## config.mk

```make
export PLATFORM = sky130hd
export DESIGN_NAME = phase_seq
export DESIGN_NICKNAME = d
export VERILOG_FILES = /design/src/rtl/phase_seq.sv
export SDC_FILE = /design/constraint.sdc
export NUM_CORES = 1
export LEC_CHECK = 0
export ABC_CLOCK_PERIOD_IN_PS = 3500
export CORE_ASPECT_RATIO = 1.4
export CORE_MARGIN = 10
export CORE_UTILIZATION = 52
export DETAILED_ROUTE_END_ITERATION = 8
export GPL_ROUTABILITY_DRIVEN = 0
export PLACE_DENSITY = 0.88
export SYNTH_ARGS = -nofsm -noshare
export SYNTH_HDL_FRONTEND = slang
export SYNTH_SLANG_ARGS = --single-unit
export TNS_END_PERCENT = 50
```

## constraint.sdc

```tcl
create_clock -name clk -period 3.5 [get_ports clk]
set_input_delay 0.7 -clock clk [delete_from_list [all_inputs] [get_ports clk]]
set_output_delay 0.7 -clock clk [all_outputs]
set_load 0.05 [all_outputs]
```

## src/rtl/phase_seq.sv

```systemverilog
// phase_seq: instruction phase sequencer for the multi-cycle core.
// Drives the datapath phase (0..NPHASE-1) while running and 3'b111 otherwise,
// stalls fetch/memory phases on mem_wait, honours stop/step/HLT at
// instruction boundaries and counts retired instructions.
module phase_seq #(
  parameter int NPHASE = 5,
  parameter int ICNT_W = 16
) (
  input  logic              clk,
  input  logic              rst_n,
  input  logic              start,
  input  logic              step,
  input  logic              stop,
  input  logic              halt_dec,
  input  logic              mem_wait,
  output logic [2:0]        phase,
  output logic              phase_adv,
  output logic              instr_done,
  output logic              running,
  output logic              halted,
  output logic [ICNT_W-1:0] icount
);

  typedef enum logic [1:0] {
    ST_IDLE = 2'd0,
    ST_RUN  = 2'd1,
    ST_HALT = 2'd2
  } state_t;

  localparam logic [2:0] PH_OFF  = 3'b111;
  localparam logic [2:0] PH_LAST = 3'(NPHASE - 1);

  state_t state;
  logic   single;
  logic   stop_pend;
  logic   halt_pend;
  logic   stall;
  logic   stop_now;

  // Stall and advance strobes, decoded combinationally from the current phase.
  assign stall      = mem_wait && (phase == 3'd0 || phase == 3'd3);
  assign phase_adv  = (state == ST_RUN) && !stall;
  assign instr_done = phase_adv && (phase == PH_LAST);
  // A stop arriving on the boundary cycle itself must still take effect.
  assign stop_now   = stop_pend || stop;

  // Sequencer state, phase counter, pending flags and retire counter.
  always_ff @(posedge clk) begin
    // NOTE: all state uses non-blocking assignments so every register
    // samples pre-edge values; blocking here would chain updates within a cycle.
    if (!rst_n) begin
      state     <= ST_IDLE;
      phase     <= PH_OFF;
      icount    <= '0;
      running   <= 1'b0;
      halted    <= 1'b0;
      single    <= 1'b0;
      stop_pend <= 1'b0;
      halt_pend <= 1'b0;
    end else begin
      unique case (state)
        ST_IDLE, ST_HALT: begin
          if (start || step) begin
            state   <= ST_RUN;
            phase   <= 3'd0;
            single  <= !start;
            running <= 1'b1;
            halted  <= 1'b0;
          end
        end

        ST_RUN: begin
          if (stop)
            stop_pend <= 1'b1;
          if (halt_dec && phase == 3'd1 && phase_adv)
            halt_pend <= 1'b1;

          if (phase_adv) begin
            if (phase == PH_LAST) begin
              icount    <= icount + ICNT_W'(1);
              single    <= 1'b0;
              stop_pend <= 1'b0;
              halt_pend <= 1'b0;
              if (halt_pend) begin
                state   <= ST_HALT;
                phase   <= PH_OFF;
                running <= 1'b0;
                halted  <= 1'b1;
              end else if (stop_now || single) begin
                state   <= ST_IDLE;
                phase   <= PH_OFF;
                running <= 1'b0;
              end else begin
                phase   <= 3'd0;
              end
            end else begin
              phase <= phase + 3'd1;
            end
          end
        end

        default: begin
          state   <= ST_IDLE;
          phase   <= PH_OFF;
          running <= 1'b0;
          halted  <= 1'b0;
        end
      endcase
    end
  end

endmodule

```

After elaboration in Yosys (flattened, before gate mapping). Index checks and enable logic that the tools add are counted.

Flip-flop bits (word level): 26. Bits of input ports: 7. Logic and storage cells: 73. Output and inout port bits: 23.

Reduce and logical (&&, ||, !) cells: 20. Multiplexer cells: 33. Eq/ne operators: 10. Add/subtract/negate cells: 2.

Operator list (count): 1-bit 2-to-1 mux (18); 16-bit by 1-bit adder with 16-bit output, second input constant (1); 3-bit 2-to-1 mux (5); 4-bit AND reduction (3); 2-bit 2-to-1 mux (5); 2-bit inequality test, second input constant (3); 1-bit case mux with 2 select lines (3); 3-bit case mux with 2 select lines (1); 1-bit logical AND (5); 1-bit logical OR (4); 2-bit case mux with 2 select lines (1); 3-bit by 1-bit adder with 3-bit output, second input constant (1); 3-bit by 1-bit == test with 1-bit output, second input constant (1); 3-bit by 2-bit == test with 1-bit output, second input constant (1); 3-bit == test, second input constant (1); 3-bit zero test (1); 3-bit by 2-bit inequality test with 1-bit output, second input constant (1); 3-bit AND reduction (1); 2-bit by 1-bit == test with 1-bit output, second input constant (1); 2-bit == test, second input constant (1); 1-bit zero test (2); 2-bit zero test (1); 2-bit by 1-bit inequality test with 1-bit output, second input constant (1); 2-bit AND reduction (1); other kinds (2) (2).

Logic depth before layout (Yosys ltp). Gate-level depths: netlist of the first run.

Depth in word-level cells: 9. Gate-level depth with buffers: 8. Depth with buffers taken out: 6.

Worst setup path after synthesis of the first run. No wires, ideal clock.

Kind: reg-to-output. From: register phase[0]. To: output phase_adv. Data arrival time: 2.025 ns. Buffers on the path: 0. Required time: 2.800 ns. Stages on the path, launching flop included: 6. Path slack: 0.775 ns. Path through: dfxtp_1 > inv_1 > ha_1 > nor2b_1 > o21a_1 > nor2_1.

Word-level cells in the longest chain between the ends: 5. Elaborated cells between the ends (all ways): 6. Classes of those cells: eq/ne (1); reduce/logical (5).

RTL lines: start, declared (line 16) `output logic [2:0] phase,`; start signal, assigned (line 97) `phase <= phase + 3'd1;`; 3-bit by 2-bit == test with 1-bit output or 3-bit zero test (tied branches) (line 41) `assign stall = mem_wait && (phase == 3'd0 || phase == 3'd3);`; 1-bit logical OR (*) (line 41); 1-bit logical AND (*) (line 41); 1-bit zero test (*) (line 42) `assign phase_adv = (state == ST_RUN) && !stall;`; 1-bit logical AND (*) (line 42); end, declared (line 17) `output logic phase_adv,`.

Mark *: on every way between the ends. The rest lies on a longest branch, timed or not.

Worst setup path in the final report of the first run.
From: register phase[0]. To: output instr_done.

Word-level cells in the longest chain between the ends: 6. Elaborated cells between the ends (all ways): 8. Classes of those cells: eq/ne (2); reduce/logical (6).

RTL lines: 3-bit by 2-bit == test with 1-bit output or 3-bit zero test (tied branches) (line 41); 1-bit logical OR (line 41); 1-bit logical AND (line 41); 1-bit zero test (line 42); 1-bit logical AND (line 42); 1-bit logical AND (*) (line 43) `assign instr_done = phase_adv && (phase == PH_LAST);`; end, declared (line 18) `output logic instr_done,`.

Marked as above.

==> impl_metrics.tcl, run 1 <==
set metrics [dict create \
    tritoncts "yes" \
    floorplan.initialDensity_pct 53.7 \
    syn_to_layout_area_delta_pct 27.0 \
    vias_in_the_first_global_route 1219 \
    yosys.area_share.simple_pct 25.3 \
    max_cap_viol_count 0 \
    cp_data_arrival_time_ns 2.51 \
    end_kind "primary output" \
    setup_slack_ns 0.293 \
    drive_gt1_share_pct 5.08 \
    floorplan.core_area_um2 2390 \
    maxSlewViolCount 0 \
    power_density_nw_per_um2 368 \
    detail_route.wirelength_um 3120 \
    synth-warning-count 0 \
    synth_adder_area_share_pct 4.87 \
    timing.critical_path.fanout_max 7 \
    average_wire_per_standard_cell_um 14.8 \
    max-vdd-ir-drop_v 0.000243 \
    dpl_ws_ns 0.396 \
    power.static_leakage_nw 0.581 \
    ys_seq_elements 26 \
    seq_area_um2 520 \
    run_status "finished clean" \
    detail_route.iter0.violations 67 \
    clock_edge_transition_at_the_registers_on_the_reported_setup_and_hold_paths_ns 0.15 \
    fillers 218 \
    total_switching_power_w 0.000183 \
    dpl_cell_area_um2 1590 \
    antenna_violating_nets_post_route 0 \
    switching_part_of_the_total_power_pct 30.6 \
    fp.dieArea_um2 4880 \
    power_frac_comb_pct 21.1 \
    post_cts_resized 0 \
    power_report.internal_total_w 0.000416 \
    share_of_synthesized_area_occupied_by_flip_flops_and_latches_pct 40.5 \
    largest_net_degree_at_the_start_of_global_routing 20 \
    synthCells 147 \
    routed_via_density 5.69 \
    synth-compound-area-share_pct 20.3 \
    tightest_slew_ns 0.521 \
    clock_latency_ns 0.33 \
    worst-endpoint-required_ns 2.80 \
    design_area_um2 1630 \
    clock_net_sink_count 26 \
    ios 30 \
    hold_viol_final 0 \
    fmaxAchievable_ghz 0.312 \
    postCtsHoldBufs 0 \
    layout.core_utilization_pct 68.2 \
    syn-num-nets 159 \
    type_of_the_tightest_min_delay_check "reg -> reg" \
    largest_family_of_logic_cells_by_synthesized_area "simple AND/OR/NAND/NOR gates" \
    power.total_w 0.000600 \
    cts_post_setup_buffers_inserted 0 \
    hpwlAfterDp_um 2430 \
    dieHeight_um 78.8 \
    timing.final.crit_period_ns 3.21 \
    remaining_drcs 0 \
    globalRouteTotalUtil_pct 13.8 \
    final_min_period_over_clock_period_pct 91.6 \
    drt_first_pass_iters 4 \
    htree_num_levels 1 \
    multi_input_comb_area_um2 692 \
    chipWidth_um 62.0 \
    synth_cell_types 36 \
    antenna_cells_inserted 0 \
    final_nets 190 \
    numPortBuffers 29 \
    post_synth.cell_area_avg_um2 8.73 \
    cp-start-kind "register" \
    post_synth_xor_area_fraction_pct 3.41 \
    rows 21 \
    power.share.sequential_pct 53.2 \
    overflow_left_after_global_routing 0 \
    setup_repair_after_global_routing_missed_its_margin "no" \
    number_of_antenna_violations_at_the_first_check_in_global_routing 0 \
    mappedNetlistArea_um2 1280 \
    finClkSkew_ns 0.0131 \
    setup.worst_path.class "reg -> out" \
    clockRootBuffer "clkbuf_4" \
    grt_first_pass_wirelength_um 5340 \
    num_vias 1201 \
    power.clock.fraction_pct 25.7 \
    cts_buffer_depth 2 \
    synthMuxAreaShare_pct 0 \
    number_of_clock_buffers_inserted_by_tritoncts 3 \
    timing.slew.headroom_pct 65.1 \
    timing.setup.tns_ns 0 \
    final-setup-viol-count 0 \
]
## stage by stage
stage               hold WS (ns)  instances
CTS                        0.499        211
detailed placement         0.465        207
global route               0.535        211
finish                     0.503        211
global placement           0.453        207
floorplan                  0.437        147
## cells in the final DEF, fill, tap and decap left out, types with 2 or more instances in the layout
master            n
nor2_1           11
o31ai_1           6
clkbuf_4          3
or4_1             5
clkdlybuf4s50_1  29
a211oi_1          2
inv_1            10
dfxtp_1          26
nor2b_1           2
nand4_4           2
o21a_1            2
o21ai_1           3
ha_1              5
xor2_1            4
a31oi_1           5
a21oi_1          15
and2_1            2
a22oi_1           3
or3_1             6
o21ai_0           3
nand2_1           8
and3_1            3
nand4_1           4
nand3_1           4
## synth_stat cells
cell type / instances / share of area (%)
nand2_2: 1 / 0.49
or3_1: 6 / 2.9
xor2_1: 4 / 2.7
a31oi_1: 5 / 2.4
o22ai_1: 1 / 0.49
nor2_1: 11 / 3.2
and4b_1: 1 / 0.78
and2_1: 2 / 0.97
or2_1: 1 / 0.49
nor2b_1: 2 / 0.97
and3_1: 3 / 1.5
or2b_1: 1 / 0.59
clkinv_1: 1 / 0.29
o31ai_1: 6 / 3.5
nand2_1: 8 / 2.3
inv_1: 10 / 2.9
clkbuf_1: 2 / 0.59
buf_6: 2 / 1.8
o221a_1: 1 / 0.88
o21ai_1: 3 / 1.2
nor3_1: 1 / 0.39
a211oi_1: 2 / 1.2
nand4_1: 4 / 1.9
dfxtp_1: 26 / 41
nand3_1: 4 / 1.6
or2_2: 1 / 0.49
o21a_1: 2 / 1.2
a21oi_1: 15 / 5.8
nand4_4: 2 / 3.3
o21ai_0: 3 / 1.2
ha_1: 5 / 4.9
a32oi_1: 1 / 0.68
a22oi_1: 3 / 1.8
or4_1: 5 / 2.9
nor4_1: 1 / 0.49
xnor2_1: 1 / 0.68
## power by group through the flow
stage / logic (W) / registers [W] / clock network [W]
2_1_floorplan: 0.0000597 / 0.000349 / 0
3_3_place_gp: 0.000123 / 0.000325 / 0
3_5_place_dp: 0.000127 / 0.000325 / 0
4_1_cts: 0.000128 / 0.000319 / 0.000158
5_1_grt: 0.000140 / 0.000320 / 0.000167
6_report: 0.000127 / 0.000319 / 0.000154
## registers in the layout, summed over array words and instances, names as in the netlist
signal	cells
halted	1
phase	3
stop_pend	1
halt_pend	1
icount	16
running	1
single	1
state	2
## logic make-up after synthesis
group	Yosys count
buffers and inverters	15
AOI/OAI and AO/OA	42
DFF	26
and+or+nand+nor	54
xor gates and xnor gates	5
adders and majority gates	5
## area by class of cell
class	count	area share, %
Timing Repair Buffer	30	18.3
Sequential cell	26	31.9
Tap cell	34	2.61
Inverter	11	2.53
Clock buffer	4	2.23
Multi-Input combinational cell	106	42.4
## per-layer routing
metal | share of wire [%] | vias up | track usage (%)
met4 | 1.7 | 0 | 6.05
met3 | 6.7 | 6 | 4.30
li1 | - | 597 | -
met2 | 55 | 35 | 24.4
met5 | 0 | - | 0
met1 | 36 | 563 | 14.1
## worst paths after layout
check | startpoint | to | slack [ns] | cells after the start
min | icount[15] | icount[15] | 0.50 | 2
max | phase[0] | instr_done | 0.29 | 6
min reg2reg | icount[15] | icount[15] | 0.50 | 2
max reg2reg | phase[0] | icount[15] | 1.46 | 6
## critical path, stage by stage, from the launching register on
cell and delay (ns):
dfxtp_1 0.36, inv_1 0.10, ha_1 0.20, and4b_1 0.43, nand2_1 0.20, inv_1 0.09, clkdlybuf4s50_1 0.80
No activity file was read; power rests on OpenSTA's default activity.
==> run 2, diff against run 1 <==
--- a/config.mk
+++ b/config.mk
@@ -7,7 +7,7 @@
 export LEC_CHECK = 0
 export ABC_CLOCK_PERIOD_IN_PS = 3500
 export CORE_ASPECT_RATIO = 1.4
-export CORE_MARGIN = 10
+export CORE_MARGIN = 3
 export CORE_UTILIZATION = 52
 export DETAILED_ROUTE_END_ITERATION = 8
 export GPL_ROUTABILITY_DRIVEN = 0
==> run 2 against run 1 <==
Net effect: via count up 0.25%; setup slack worse by 0.0034 ns; final cell count decreased by 5.7%; clock-buffer cell count fell by 1; non-clock buffer count unchanged; design area is essentially flat; first-iteration DRC count shrank 72%; fmax down 0.11%; critical path type unchanged; critical endpoint unchanged; largest power group unchanged.
==> impl_metrics.tcl, run 2 (synthesized netlist as in run 1, its figures left out) <==
set metrics [dict create \
    run_status "finished clean" \
    max-vdd-ir-drop_v 0.000268 \
    rows 20 \
    detail_route.iter0.violations 19 \
    power.total_w 0.000649 \
    largest_net_degree_at_the_start_of_global_routing 20 \
    worst_r2r_startpoint "phase[1]" \
    setup_repair_after_global_routing_missed_its_margin "no" \
    drt_first_pass_iters 4 \
    power.share.sequential_pct 49.2 \
    cp_data_arrival_time_ns 2.51 \
    number_of_clock_buffers_inserted_by_tritoncts 3 \
    dpl_cell_area_um2 1580 \
    floorplan.initialDensity_pct 57.0 \
    final-setup-viol-count 0 \
    worst_path_most_repeated_cell "inv_1" \
    power_frac_comb_pct 19.3 \
    holdPathEnd "icount[15]" \
    dieHeight_um 64.8 \
    layout_top_registers "icount (16), phase (3), state (2)" \
    globalRouteTotalUtil_pct 21.8 \
    finClkSkew_ns 0.00912 \
    floorplan.core_area_um2 2250 \
    total_switching_power_w 0.000180 \
    worst-endpoint-required_ns 2.80 \
    clock_latency_ns 0.33 \
    timing.critical_path.cells "inv_1 -> ha_1 -> and4b_1 -> nand2_1 -> inv_1 -> clkdlybuf4s50_1" \
    cpMaxStageDelayCell "clkdlybuf4s50_1" \
    cts_buffer_depth 2 \
    design_area_um2 1630 \
    crit-reg2reg-capture "icount[15]" \
    ios 30 \
    timing.slew.headroom_pct 65.5 \
    cts_post_setup_buffers_inserted 0 \
    top_register "icount" \
    syn_to_layout_area_delta_pct 27.1 \
    htree_num_levels 1 \
    timing.reg2reg.setup_slack_ns 1.46 \
    average_wire_per_standard_cell_um 14.4 \
    power.clock.fraction_pct 31.5 \
    postCtsHoldBufs 0 \
    maxSlewViolCount 0 \
    antenna_cells_inserted 0 \
    antenna_violating_nets_post_route 0 \
    number_of_antenna_violations_at_the_first_check_in_global_routing 0 \
    tightest_slew_ns 0.516 \
    vias_in_the_first_global_route 1182 \
    overflow_left_after_global_routing 0 \
    min_delay_path_depth 2 \
    type_of_the_tightest_min_delay_check "reg -> reg" \
    layout_commonest_cell "clkdlybuf4s50_1" \
    hold_viol_final 0 \
    detail_route.wirelength_um 2870 \
    slowest_delay_ns 0.80 \
    final_nets 190 \
    chipWidth_um 48.0 \
    drive_gt1_share_pct 5.08 \
    cp-start-kind "register" \
    timing.final.crit_period_ns 3.21 \
    power_density_nw_per_um2 397 \
    fp.dieArea_um2 3110 \
    setup.worst_path.class "reg -> out" \
    most_frequent_cells_in_the_layout "clkdlybuf4s50_1 (29), dfxtp_1 (26), a21oi_1 (15)" \
    clockRootBuffer "clkbuf_4" \
    grt_first_pass_wirelength_um 5040 \
    setup_slack_ns 0.290 \
    r2r_cells 6 \
    post_cts_resized 0 \
    timing.critical_path.fanout_max 7 \
    hp-start "icount[15]" \
    num_vias 1204 \
    clock_net_sink_count 26 \
    max_cap_viol_count 0 \
    dpl_ws_ns 0.435 \
    numPortBuffers 29 \
    largest_reg_flops 16 \
    final_min_period_over_clock_period_pct 91.7 \
    tritoncts "yes" \
    switching_part_of_the_total_power_pct 27.8 \
    routed_via_density 6.05 \
    power.static_leakage_nw 0.588 \
    fmaxAchievable_ghz 0.312 \
    hpwlAfterDp_um 2170 \
    clock_edge_transition_at_the_registers_on_the_reported_setup_and_hold_paths_ns 0.14 \
    power_report.internal_total_w 0.000468 \
    end_kind "primary output" \
    remaining_drcs 0 \
    timing.setup.tns_ns 0 \
]
run 2: cell count changes in the layout (fill, tap and decap cells not counted):
cell / change
clkbuf_8: -1
bufinv_16: +1
run 2: routing by layer:
metal,track usage (%),wire length [um],vias to the layer above
li1,-,-,596
met1,24.0,1120,567
met2,37.9,1570,35
met3,5.28,121,6
met4,7.74,46,0
met5,0,0,-
run 2: power by group through the flow:
stage	clock (W)	combinational [W]	sequential, W
global route	0.000221	0.000136	0.000321
detailed placement	0	0.000125	0.000325
floorplan	0	0.0000597	0.000349
CTS	0.000210	0.000126	0.000319
global placement	0	0.000122	0.000325
finish	0.000204	0.000125	0.000319
run 2: through the flow:
stage | hold slack, ns | util [%] | instances
finish | 0.493 | 72.4 | 199
floorplan | 0.437 | - | 147
CTS | 0.498 | 72.4 | 199
global route | 0.524 | 72.4 | 199
detailed placement | 0.475 | 70.1 | 195
global placement | 0.452 | 70.1 | 195
run 2: how the worst max path moves through the flow:
stage / startpoint / end / cells after the start
floorplan: phase[0] / phase_adv / 5
detailed placement: mem_wait / instr_done / 5
global route: phase[1] / instr_done / 6
CTS: phase[1] / instr_done / 6
global placement: mem_wait / instr_done / 5
finish: phase[1] / instr_done / 6
run 2: layout make-up:
cell class / instances / area, um^2
multi-input combinational: 106 / 692
fill: 177 / 621
sequential: 26 / 520
timing repair buffer: 30 / 298
inverter: 11 / 41.3
clock inverter: 1 / 30.0
tap: 22 / 27.5
clock buffer: 3 / 22.5
run 2: critical path: cells and delay by family (launching register included):
| kind | cells | cell delay, ns |
|---|---|---|
| fa+ha+maj | 1 | 0.21 |
| simple gates | 2 | 0.63 |
| buf+inv | 3 | 0.99 |
| flops | 1 | 0.35 |
